File: src/rtl/seg_pkg.sv
// rtl/seg_pkg.sv - glyph constants and width helper shared by the segment scanner
package seg_pkg;

    localparam logic [7:0] SEG_OFF = 8'hFF;

    // Active-low segments, bit order {dp,g,f,e,d,c,b,a}; dp always off here.
    localparam logic [7:0] GLYPH_0 = 8'hC0;
    localparam logic [7:0] GLYPH_1 = 8'hF9;
    localparam logic [7:0] GLYPH_2 = 8'hA4;
    localparam logic [7:0] GLYPH_3 = 8'hB0;
    localparam logic [7:0] GLYPH_4 = 8'h99;
    localparam logic [7:0] GLYPH_5 = 8'h92;
    localparam logic [7:0] GLYPH_6 = 8'h82;
    localparam logic [7:0] GLYPH_7 = 8'hF8;
    localparam logic [7:0] GLYPH_8 = 8'h80;
    localparam logic [7:0] GLYPH_9 = 8'h90;
    localparam logic [7:0] GLYPH_A = 8'h88;
    localparam logic [7:0] GLYPH_B = 8'h83;
    localparam logic [7:0] GLYPH_C = 8'hC6;
    localparam logic [7:0] GLYPH_D = 8'hA1;
    localparam logic [7:0] GLYPH_E = 8'h86;
    localparam logic [7:0] GLYPH_F = 8'h8E;

    function automatic int idx_width(input int n);
        return (n <= 1) ? 1 : $clog2(n);
    endfunction

endpackage

File: src/rtl/seg_decoder.sv
// rtl/seg_decoder.sv - hex code to active-low segment pattern with dp and blanking
module seg_decoder
    import seg_pkg::*;
(
    input  logic [3:0] code,
    input  logic       dp_on,
    input  logic       dark,
    output logic [7:0] seg
);

    logic [7:0] glyph;

    always_comb begin
        glyph = SEG_OFF;
        case (code)
            4'h0: glyph = GLYPH_0;
            4'h1: glyph = GLYPH_1;
            4'h2: glyph = GLYPH_2;
            4'h3: glyph = GLYPH_3;
            4'h4: glyph = GLYPH_4;
            4'h5: glyph = GLYPH_5;
            4'h6: glyph = GLYPH_6;
            4'h7: glyph = GLYPH_7;
            4'h8: glyph = GLYPH_8;
            4'h9: glyph = GLYPH_9;
            4'hA: glyph = GLYPH_A;
            4'hB: glyph = GLYPH_B;
            4'hC: glyph = GLYPH_C;
            4'hD: glyph = GLYPH_D;
            4'hE: glyph = GLYPH_E;
            4'hF: glyph = GLYPH_F;
        endcase
    end

    always_comb begin
        seg = {glyph[7] & ~dp_on, glyph[6:0]};
        if (dark) begin
            seg = SEG_OFF;
        end
    end

endmodule

File: src/rtl/seg_scan_ctrl.sv
// rtl/seg_scan_ctrl.sv - multiplexed 7-segment scanner with double-buffered image and blink
module seg_scan_ctrl
    import seg_pkg::*;
#(
    parameter int NUM_DIGITS   = 8,
    parameter int DIV_COUNT    = 10000,
    parameter int GHOST_CYCLES = 4,
    parameter int BLINK_FRAMES = 64
) (
    input  logic                    clock,
    input  logic                    sys_rst_n,
    input  logic                    wr_valid,
    output logic                    wr_ready,
    input  logic [4*NUM_DIGITS-1:0] wr_code,
    input  logic [NUM_DIGITS-1:0]   wr_blank,
    input  logic [NUM_DIGITS-1:0]   wr_dp,
    input  logic [NUM_DIGITS-1:0]   wr_blink,
    output logic [NUM_DIGITS-1:0]   control,
    output logic [7:0]              cube_data,
    output logic                    frame_tick
);

    localparam int IW = idx_width(NUM_DIGITS);
    localparam int DW = idx_width(DIV_COUNT);
    localparam int BW = idx_width(BLINK_FRAMES);

    logic [DW-1:0]           div_q, div_d;
    logic [IW-1:0]           idx_q, idx_d;
    logic [BW-1:0]           blink_cnt_q, blink_cnt_d;
    logic                    phase_q, phase_d;
    logic                    pending_q, pending_d;
    logic [4*NUM_DIGITS-1:0] act_code_q, act_code_d, shd_code_q, shd_code_d;
    logic [NUM_DIGITS-1:0]   act_blank_q, act_blank_d, shd_blank_q, shd_blank_d;
    logic [NUM_DIGITS-1:0]   act_dp_q, act_dp_d, shd_dp_q, shd_dp_d;
    logic [NUM_DIGITS-1:0]   act_blink_q, act_blink_d, shd_blink_q, shd_blink_d;
    logic [NUM_DIGITS-1:0]   control_q, control_d;
    logic [7:0]              cube_q, cube_d;

    logic                    slot_end, last_digit, wrap, in_ghost;
    logic [3:0]              cur_code;
    logic                    cur_dp, cur_dark;
    logic [NUM_DIGITS-1:0]   digit_sel_n;
    logic [7:0]              dec_seg;

    // Select the current digit's fields from the active buffer only.
    always_comb begin
        cur_code    = 4'h0;
        cur_dp      = 1'b0;
        cur_dark    = 1'b1;
        digit_sel_n = '1;
        for (int i = 0; i < NUM_DIGITS; i++) begin
            if (idx_q == IW'(i)) begin
                cur_code       = act_code_q[4*i +: 4];
                cur_dp         = act_dp_q[i];
                cur_dark       = act_blank_q[i] | (act_blink_q[i] & phase_q);
                digit_sel_n[i] = 1'b0;
            end
        end
    end

    seg_decoder u_seg_decoder (
        .code  (cur_code),
        .dp_on (cur_dp),
        .dark  (cur_dark),
        .seg   (dec_seg)
    );

    always_comb begin
        slot_end   = (div_q == DW'(DIV_COUNT - 1));
        last_digit = (idx_q == IW'(NUM_DIGITS - 1));
        wrap       = slot_end && last_digit;
        in_ghost   = (div_q < DW'(GHOST_CYCLES));

        div_d       = slot_end ? '0 : div_q + 1'b1;
        idx_d       = idx_q;
        blink_cnt_d = blink_cnt_q;
        phase_d     = phase_q;
        pending_d   = pending_q;
        act_code_d  = act_code_q;
        act_blank_d = act_blank_q;
        act_dp_d    = act_dp_q;
        act_blink_d = act_blink_q;
        shd_code_d  = shd_code_q;
        shd_blank_d = shd_blank_q;
        shd_dp_d    = shd_dp_q;
        shd_blink_d = shd_blink_q;

        if (slot_end) begin
            idx_d = last_digit ? '0 : idx_q + 1'b1;
        end

        if (wrap) begin
            if (blink_cnt_q == BW'(BLINK_FRAMES - 1)) begin
                blink_cnt_d = '0;
                phase_d     = ~phase_q;
            end else begin
                blink_cnt_d = blink_cnt_q + 1'b1;
            end
        end

        // Commit only at a frame boundary so one frame never mixes images;
        // while pending, wr_ready is low so a capture cannot collide here.
        if (wrap && pending_q) begin
            act_code_d  = shd_code_q;
            act_blank_d = shd_blank_q;
            act_dp_d    = shd_dp_q;
            act_blink_d = shd_blink_q;
            pending_d   = 1'b0;
        end else if (wr_valid && !pending_q) begin
            shd_code_d  = wr_code;
            shd_blank_d = wr_blank;
            shd_dp_d    = wr_dp;
            shd_blink_d = wr_blink;
            pending_d   = 1'b1;
        end

        control_d = in_ghost ? '1 : digit_sel_n;
        cube_d    = in_ghost ? SEG_OFF : dec_seg;
    end

    always_ff @(posedge clock) begin
        if (sys_rst_n) begin
            div_q       <= '0;
            idx_q       <= '0;
            blink_cnt_q <= '0;
            phase_q     <= 1'b0;
            pending_q   <= 1'b0;
            act_code_q  <= '0;
            act_blank_q <= '1;
            act_dp_q    <= '0;
            act_blink_q <= '0;
            shd_code_q  <= '0;
            shd_blank_q <= '1;
            shd_dp_q    <= '0;
            shd_blink_q <= '0;
            control_q   <= '1;
            cube_q      <= SEG_OFF;
        end else begin
            div_q       <= div_d;
            idx_q       <= idx_d;
            blink_cnt_q <= blink_cnt_d;
            phase_q     <= phase_d;
            pending_q   <= pending_d;
            act_code_q  <= act_code_d;
            act_blank_q <= act_blank_d;
            act_dp_q    <= act_dp_d;
            act_blink_q <= act_blink_d;
            shd_code_q  <= shd_code_d;
            shd_blank_q <= shd_blank_d;
            shd_dp_q    <= shd_dp_d;
            shd_blink_q <= shd_blink_d;
            control_q   <= control_d;
            cube_q      <= cube_d;
        end
    end

    assign control    = control_q;
    assign cube_data  = cube_q;
    assign wr_ready   = ~pending_q;
    assign frame_tick = wrap & ~sys_rst_n;

endmodule

File: config.mk
export PLATFORM = sky130hd
export DESIGN_NAME = seg_scan_ctrl
export DESIGN_NICKNAME = d
export VERILOG_FILES = /design/src/rtl/seg_pkg.sv /design/src/rtl/seg_decoder.sv /design/src/rtl/seg_scan_ctrl.sv
export SDC_FILE = /design/constraint.sdc
export NUM_CORES = 1
export LEC_CHECK = 0
export ABC_AREA = 1
export CORE_MARGIN = 5
export CORE_UTILIZATION = 65
export CTS_BUF_LIST = sky130_fd_sc_hd__clkbuf_16
export CTS_CLUSTER_SIZE = 24
export DETAILED_ROUTE_END_ITERATION = 6
export DONT_BUFFER_PORTS = 1
export PLACE_DENSITY = 0.81
export SETUP_SLACK_MARGIN = 0.1
export SKIP_CTS_REPAIR_TIMING = 1
export SLEW_MARGIN = 20
export SYNTH_ARGS = -nofsm -noshare
export SYNTH_HDL_FRONTEND = slang
export SYNTH_SLANG_ARGS = --single-unit
File: constraint.sdc
create_clock -name clock -period 3.9 [get_ports clock]
set_clock_uncertainty 0.2 [all_clocks]
set_input_delay 0.39 -clock clock [delete_from_list [all_inputs] [get_ports clock]]
set_output_delay 0.39 -clock clock [all_outputs]
set_load 0.01 [all_outputs]
* Word level (Yosys, flattened, before mapping)
Memory sizes are Yosys's and may differ from the RTL's. A register that Yosys moved wholly into a read port is not among the register bits. Cells that the tools add are included.
Word-level totals: flip-flop bits (word level) 153, latch bits 0, memory bits (writable) 0, bits in read-only memories 112, input port bits 59, output and inout port bits 18, word-level logic and storage cells 97, memories 1
Memory list:
- (name not given) | words 16, width 7, read ports 1, clocked after Yosys merged registers in 1, write ports 0, line seg_decoder.sv:15 | case (code)
Cells by class: add/subtract/negate cells 3, multipliers 0, divide/modulo/power cells 0, order comparisons 1, equality and inequality tests 9, shift-type cells 0, mux-type cells 34, bitwise gates (word level) 23, reductions and logical operators 11
Operator list (number):
- two-way mux 4 bit | 8
- two-way mux 1 bit | 24
- adder 14 x 1 -> 14 bit, second input constant | 1
- == test 14 bit, second input constant | 1
- less-than comparator 14 x 3 -> 1 bit, second input constant | 1
- == test 3 bit, second input constant | 4
- bitwise AND 1 bit | 9
- bitwise OR 1 bit | 8
- adder 6 x 1 -> 6 bit, second input constant | 1
- == test 3 x 2 -> 1 bit, second input constant | 2
- == test 6 bit, second input constant | 1
- two-way mux 6 bit | 1
- OR reduction 2 bit | 3
- NOT 1 bit | 5
- AND reduction 2 bit | 2
- adder 3 x 1 -> 3 bit, second input constant | 1
- == test 3 x 1 -> 1 bit, second input constant | 1
- logical AND 1 bit | 3
- logical NOT 3 bit | 1
- two-way mux 3 bit | 1
- OR reduction 3 bit | 1
- bitwise AND 1 bit, first input constant | 1
- logical NOT 1 bit | 1

* Logic depth before layout (Yosys ltp)
Gate-level depths: netlist (run 1).
depth after elaboration 11, depth in mapped cells 18

* Cells and area by module
Synthesis (run 1) repeated with hierarchy kept, for this count alone.
Unflattened totals: cell total of the unflattened synthesis 876, area, all modules 6373.6 sq um
Modules (own cells, without submodules):
- seg_scan_ctrl | times used 1, cells each 824, area each 6077.1 sq um, seq. area each 3062.9 sq um
- seg_decoder | times used 1, cells each 52, area each 296.5 sq um, seq. area each 0.0 sq um

* Worst setup path after synthesis (run 1)
Ideal clock, no wire load.
kind reg-to-reg, start register idx_q[2], end register cube_q[1] (netlist: cube_data[1]), library setup time 0.114 ns, arrival time 2.127 ns, required time 3.586 ns, path slack 1.458 ns, stages on the path, launching flop included 16, clock period less this slack 2.442 ns, cell sequence dfxtp_1 buf_6 inv_2 ha_1 inv_1 o21ai_0 inv_1 nand2_1 nand2_1 nand2_1 a21boi_0 ha_1 nand3_1 nor2_1 nor2_1 nand2_1
On the way: longest elaborated chain between the ends 10, elaborated cells on any way between the ends 25, those cells by class eq/ne (7); mux (16); reduce/logical (2)
RTL lines:
- start, declared | line seg_scan_ctrl.sv:28 | logic [IW-1:0] idx_q, idx_d;
- start signal, assigned | line seg_scan_ctrl.sv:140 | idx_q <= idx_d;
- logical NOT 3 bit | line seg_scan_ctrl.sv:52 | if (idx_q == IW'(i)) begin
- two-way mux 1 bit (8 in series) | line seg_scan_ctrl.sv:52
- OR reduction 3 bit (no source line)
- end, declared | line seg_scan_ctrl.sv:37 | logic [7:0] cube_q, cube_d;
Parallel ways exist; a longest one is shown, timed or not. A chain may end at the register's enable or synchronous reset.

* Worst setup path after layout (run 1)
Ends and elaborated chain as after synthesis.

==> results.cfg, run 1 <==
[status]
status = finished, final reports clean

[sta]
period_needed_ps = 3010
grt_setup_unrepaired = no
fin_crit_sh = 0.772
finalHoldViolCount = 0
finalSetupTns_ps = 0
worstMarginPinSlew_ps = 625
slew_headroom = 0.580
final-setup-viol-count = 0
slew_violations = 0
timing.fmax_mhz = 332

[floorplanning]
die_area_sq_um = 11800
start_util = 0.658
pin_count = 77
die_w_um = 109
coreArea_sq_um = 9640
num_rows = 36
die_h_um = 109

[detailed_routing]
route.met2.wl_um = 7740
drt-met1-wl_um = 6430
dr_total_vias = 5835
highest_layer = met4
wirelength_um = 15800
drt_iter0_markers = 446
first_pass_iters = 5
wl_per_cell_um = 15.0
viasPerCell = 5.56
antenna_left = 0
drc_errors = 0
met3_length_um = 1100

[finish]
reg_top3 = act_code_q x32, shd_code_q x32, div_q x14
n_antenna_cell = 0
final_common_cell = nand2_1
area_delta_synth_final_pct = 19.5
final_cell_mix = nand2_1 (189), dfxtp_1 (153), nor2_1 (129), o21ai_0 (85), inv_1 (75)
utilization = 0.786
drive_gt1_frac = 0.0579
fin_nets = 976
final_cells = 1049

[critical_path]
critPathCaptureType = flip-flop
rr_worst_depth = 14
rrSetupSlack_ps = 890
worstReg2RegEnd = cube_data[1]$_SDFF_PP1_
crit_type = flip-flop to flip-flop
cp_max_fo = 9
reg2reg_from = idx_q[2]$_SDFFE_PP0N_
crit_required_ps = 4020
startpoint_type = flip-flop
critPathArrivalTime_ps = 3130
crit_start = idx_q[2]$_SDFFE_PP0N_

[clocking]
cts_tree = yes
cts_buffers = 17
clock_sinks = 153
h-tree-depth = 4
clk_latency_ps = 430
clockBufferDepth = 2
root_buffer = clkbuf_16
cts.clk_slew.worst_paths_ps = 60

[grt]
grt_max_degree = 60
grt_pass1_vias = 5082
grt_pass1_wl_um = 23400
grt.overflow.total = 0
grt_usage = 0.249
antenna_found_initial = 0

[synthesis]
synth_cell_types = 36
syn-mean-instance-area_sq_um = 7.36
postSynthNetCount = 935
ys_ff_latch = 153
yosys.area.top_type = dfxtp_1
synthCells = 862
synth_top_cell_area_share = 0.483
synth-seq-area-share = 0.483
synth_area_leaders = dfxtp_1 (48%), nand2_1 (11%), nor2_1 (7.7%)
yosysWarnings = 0
netlist_area_sq_um = 6340

[placement]
dpl.cell_count = 959
gp_congestion = 0.969
portBuffers = 0
dp_hpwl_um = 9680

[pwr]
peakVddDrop_v = 0.000395
power_density_nw_per_um2 = 470
leakage_nw = 3.18
total_power_mw = 3.56

[job]
maxCapViolCount = 0

[min_path]
hold_path_end = idx_q[1]$_SDFFE_PP0N_
holdCritPathClass = input port to flip-flop
min_from = sys_rst_n
whs_path_depth = 3
[synth_stat cells, drive strengths merged]
cell type  instances
clkinv             2
o21bai             1
a211oi             1
nand2            195
nor3              10
buf               10
xor2               4
nor2             134
dfxtp            153
nor3b              5
a21boi             3
a21oi             74
nor4               2
o211ai             4
a31oi              1
inv               76
nand3             49
o21ai             87
and3               1
clkbuf            30
o21a               1
nand4              4
ha                14
xnor2              1
[worst max-delay path, cell delays in order (launching register included)]
cell      delay (ps)
dfxtp_1          550
inv_2            120
ha_1             290
inv_1            220
o21ai_0          120
inv_1             60
nand2_1           50
nand2_1           60
nand2_1           60
a21boi_0         500
ha_1             350
nand3_1          110
nor2_1            50
nor2_1           110
nand2_1           50
[per-stage QoR]
| stage | hold WS [ps] | cell area, sq um | worst slack [ps] |
|---|---|---|---|
| floorplan | 218 | 6340 | 1460 |
| global placement | 226 | 6360 | 1170 |
| CTS | -173 | 6990 | 951 |
| finish | 26.6 | 7580 | 890 |
| detailed placement | 243 | 6360 | 958 |
| global route | 16.6 | 7580 | 674 |
[how the worst max path moves through the flow]
stage	endpoint	slack (ps)	cells after the start
after detailed placement	cube_data[1]$_SDFF_PP1_	960	14
after CTS	cube_data[1]$_SDFF_PP1_	950	14
after global placement	cube_data[1]$_SDFF_PP1_	1170	14
after global routing	cube_data[1]$_SDFF_PP1_	670	14
final	cube_data[1]$_SDFF_PP1_	890	14
after floorplan	cube_data[1]$_SDFF_PP1_	1460	15
[final cells by class]
class | count | area [sq um]
sequential | 153 | 3060
tap | 133 | 166
multi-input combinational | 591 | 2800
clock inverter | 15 | 208
inverter | 78 | 294
fill | 656 | 2060
timing repair buffer | 62 | 621
clock buffer | 17 | 425
[metal layers]
metal,vias up,global-route usage
met1,2703,0.314
met4,0,0.101
met2,226,0.407
met5,-,0
met3,50,0.0663
li1,2856,-
[where the power goes]
part	internal (mW)	total [mW]	leakage, nW	switching, mW
sequential	1.61	1.64	1.25	0.0275
clock	1.12	1.76	0.309	0.631
combinational	0.0734	0.168	1.63	0.0949
[logic make-up after synthesis]
group | synth area share
XOR/XNOR | 0.00690
flip-flops | 0.483
AND/OR/NAND/NOR | 0.266
adder cells (fa/ha/maj) | 0.0276
buffers and inverters | 0.0757
AO/OA/AOI/OAI | 0.141
Power figures use the tool's default switching activity.
==> inputs of run 2 (changes only) <==
--- a/config.mk
+++ b/config.mk
@@ -5,14 +5,14 @@
 export SDC_FILE = /design/constraint.sdc
 export NUM_CORES = 1
 export LEC_CHECK = 0
-export ABC_AREA = 1
+export ABC_AREA = 0
 export CORE_MARGIN = 5
-export CORE_UTILIZATION = 65
+export CORE_UTILIZATION = 57
 export CTS_BUF_LIST = sky130_fd_sc_hd__clkbuf_16
 export CTS_CLUSTER_SIZE = 24
 export DETAILED_ROUTE_END_ITERATION = 6
 export DONT_BUFFER_PORTS = 1
-export PLACE_DENSITY = 0.81
+export PLACE_DENSITY = 0.75
 export SETUP_SLACK_MARGIN = 0.1
 export SKIP_CTS_REPAIR_TIMING = 1
 export SLEW_MARGIN = 20
==> constraint.sdc (replaced) <==
create_clock -name clock -period 2.55 [get_ports clock]
set_clock_uncertainty 0.2 [all_clocks]
set_input_delay 0.255 -clock clock [delete_from_list [all_inputs] [get_ports clock]]
set_output_delay 0.255 -clock clock [all_outputs]
set_load 0.01 [all_outputs]
==> run 2 against run 1 <==
Against the previous run: the run now ends with negative setup slack left; sequential power increased by 51%; hold slack better by 0.74 ps; sequential share of layout area shrank 2.3 points; critical path depth down 3; design area is 6.3% higher; die area is 13% higher; combinational power increased by 44%; critical endpoint is now cube_data[6]$_SDFF_PP1_.
==> results.cfg, run 2 <==
[floorplanning]
pin_count = 77
coreArea_sq_um = 10900
die_w_um = 115
start_util = 0.583
die_h_um = 115
num_rows = 38
die_area_sq_um = 13300

[placement]
dpl.cell_count = 904
gp_congestion = 0.846
post-place-ws_ps = -130
dp_hpwl_um = 9950
portBuffers = 0

[clocking]
h-tree-depth = 4
cts_tree = yes
cts.clk_slew.worst_paths_ps = 60
clock_sinks = 153
clk_latency_ps = 440
root_buffer = clkbuf_16
cts_buffers = 17
clockBufferDepth = 2

[detailed_routing]
first_pass_iters = 5
drt-met1-wl_um = 6900
highest_layer = met4
viasPerCell = 5.54
drc_errors = 0
wirelength_um = 15900
route.met2.wl_um = 7710
antenna_left = 0
drt_iter0_markers = 400
dr_total_vias = 5566
met3_length_um = 994
wl_per_cell_um = 15.8

[sta]
grt_setup_unrepaired = yes
slew_headroom = 0.473
fin_crit_sh = 1.03
worstMarginPinSlew_ps = 787
timing.final.ws_setup_ps = -82.8
fin_hold_ws_ps = 27.3
finalHoldViolCount = 0
final-setup-viol-count = 4
period_needed_ps = 2630
timing.fmax_mhz = 380
slew_violations = 0

[synthesis]
netlist_area_sq_um = 6340
yosys.area.top_type = dfxtp_1
syn-mean-instance-area_sq_um = 8.13
postSynthNetCount = 853
ys_async_sr_fraction = 0
synth-edff-count = 0
synthCells = 780
ys_ff_latch = 153
synth_cell_types = 55
synth-seq-area-share = 0.483
synth_top_cell_area_share = 0.483
synthFlopType = dfxtp_1
yosysWarnings = 0
synth_area_leaders = dfxtp_1 (48%), nand2_1 (15%), a21oi_1 (8.9%)
synth_most_common_cell = nand2_1
ys_top_cells_by_count = nand2_1 (260), dfxtp_1 (153), a21oi_1 (113)

[pwr]
peakVddDrop_v = 0.000730
leakage_nw = 3.04
power_density_nw_per_um2 = 628

[finish]
fin_nets = 925
area_delta_synth_final_pct = 27.0
drive_gt1_frac = 0.144
final_cells = 1004
reg_top3 = act_code_q x32, shd_code_q x32, div_q x14
n_antenna_cell = 0
final_common_cell = nand2_1
nFillCells = 772
multiInputGateArea_sq_um = 3150
final_cell_mix = nand2_1 (258), dfxtp_1 (150), a21oi_1 (111), dlygate4sd3_1 (58), buf_4 (37)
ff_latch_area_sq_um = 3070

[critical_path]
critPathArrivalTime_ps = 2730
crit_type = flip-flop to flip-flop
worstReg2RegEnd = cube_data[6]$_SDFF_PP1_
rr_worst_depth = 11
critPathCaptureType = flip-flop
cp_max_fo = 6
crit_required_ps = 2650
reg2reg_from = idx_q[1]$_SDFFE_PP0N_
startpoint_type = flip-flop
rrSetupSlack_ps = -80

[grt]
grt_usage = 0.230
grt_max_degree = 126
grt_pass1_wl_um = 24200
grt_pass1_vias = 5054
antenna_found_initial = 0
grt.overflow.total = 0

[min_path]
hold_path_end = blink_cnt_q[4]$_SDFFE_PP0P_
holdCritPathClass = input port to flip-flop
min_from = sys_rst_n
whs_path_depth = 2

[status]
violations = negative setup slack
status = complete, but fails checks

[job]
maxCapViolCount = 0
run 2: cell count changes in the layout (fill, tap and decap cells not counted), moves of 37 or more:
cell     delta
inv_1      -57
nand2_1    +69
nand3_1    -39
o21ai_0    -79
a21oi_1    +37
nor2_1     -95
run 2: routing by layer:
layer  up-vias  global-route usage
li1       2724                   -
met1      2641               0.300
met2       177               0.353
met3        24              0.0700
met4         0               0.104
met5         -                   0
run 2: through the flow:
step / setup TNS (ps) / total power [mW] / utilization / area [sq um]
5_1_grt: -665 / 5.23 / 0.740 / 8050
6_report: -183 / 5.05 / 0.740 / 8050
4_1_cts: -728 / 4.99 / 0.661 / 7190
2_1_floorplan: -10.5 / 2.66 / - / 6420
3_5_place_dp: -519 / 2.67 / 0.611 / 6650
3_3_place_gp: -29.7 / 2.66 / 0.611 / 6650
run 2: cell families (layout without fill, tap and decap cells):
kind of cell	Yosys count	in the layout	share of synthesized area
adders and majority gates	14	14	0.0276
buffers and inverters	73	157	0.0544
DFF	153	153	0.483
muxes	8	8	0.0146
and+or+nand+nor	354	354	0.242
AOI/OAI and AO/OA	160	160	0.154
xor gates and xnor gates	18	18	0.0249
run 2: layout make-up:
type,instances,area share
Clock buffer,17,0.0528
Clock inverter,14,0.0144
Inverter,21,0.0104
Multi-Input combinational cell,554,0.391
Sequential cell,153,0.381
Tap cell,140,0.0217
Timing Repair Buffer,105,0.128
run 2: critical path, cell delays in order, from the launching register on:
cell and delay (ps):
dfxtp_4 390, ha_4 160, ha_4 190, nand2_4 60, a221oi_4 280, a2111oi_4 70
o31a_1 320, buf_4 160, ha_2 190, mux2_4 270, a22oi_2 130, nand2_1 80
run 2: worst max path at each step:
| stage | start | to | slack, ps | cells after the start |
|---|---|---|---|---|
| floorplan | idx_q[0]$_SDFFE_PP0N_ | cube_data[6]$_SDFF_PP1_ | -10 | 12 |
| global placement | idx_q[1]$_SDFFE_PP0N_ | cube_data[6]$_SDFF_PP1_ | -30 | 11 |
| detailed placement | idx_q[1]$_SDFFE_PP0N_ | cube_data[6]$_SDFF_PP1_ | -130 | 11 |
| CTS | idx_q[1]$_SDFFE_PP0N_ | cube_data[3]$_SDFF_PP1_ | -180 | 11 |
| global route | idx_q[1]$_SDFFE_PP0N_ | cube_data[6]$_SDFF_PP1_ | -160 | 11 |
| finish | idx_q[1]$_SDFFE_PP0N_ | cube_data[6]$_SDFF_PP1_ | -80 | 11 |
run 2: report_power, final:
| group | switching (mW) | leakage, nW | internal (mW) |
|---|---|---|---|
| Clock | 0.932 | 0.270 | 1.40 |
| Sequential | 0.0319 | 1.25 | 2.45 |
| Combinational | 0.125 | 1.52 | 0.117 |
| Total | 1.09 | 3.04 | 3.96 |
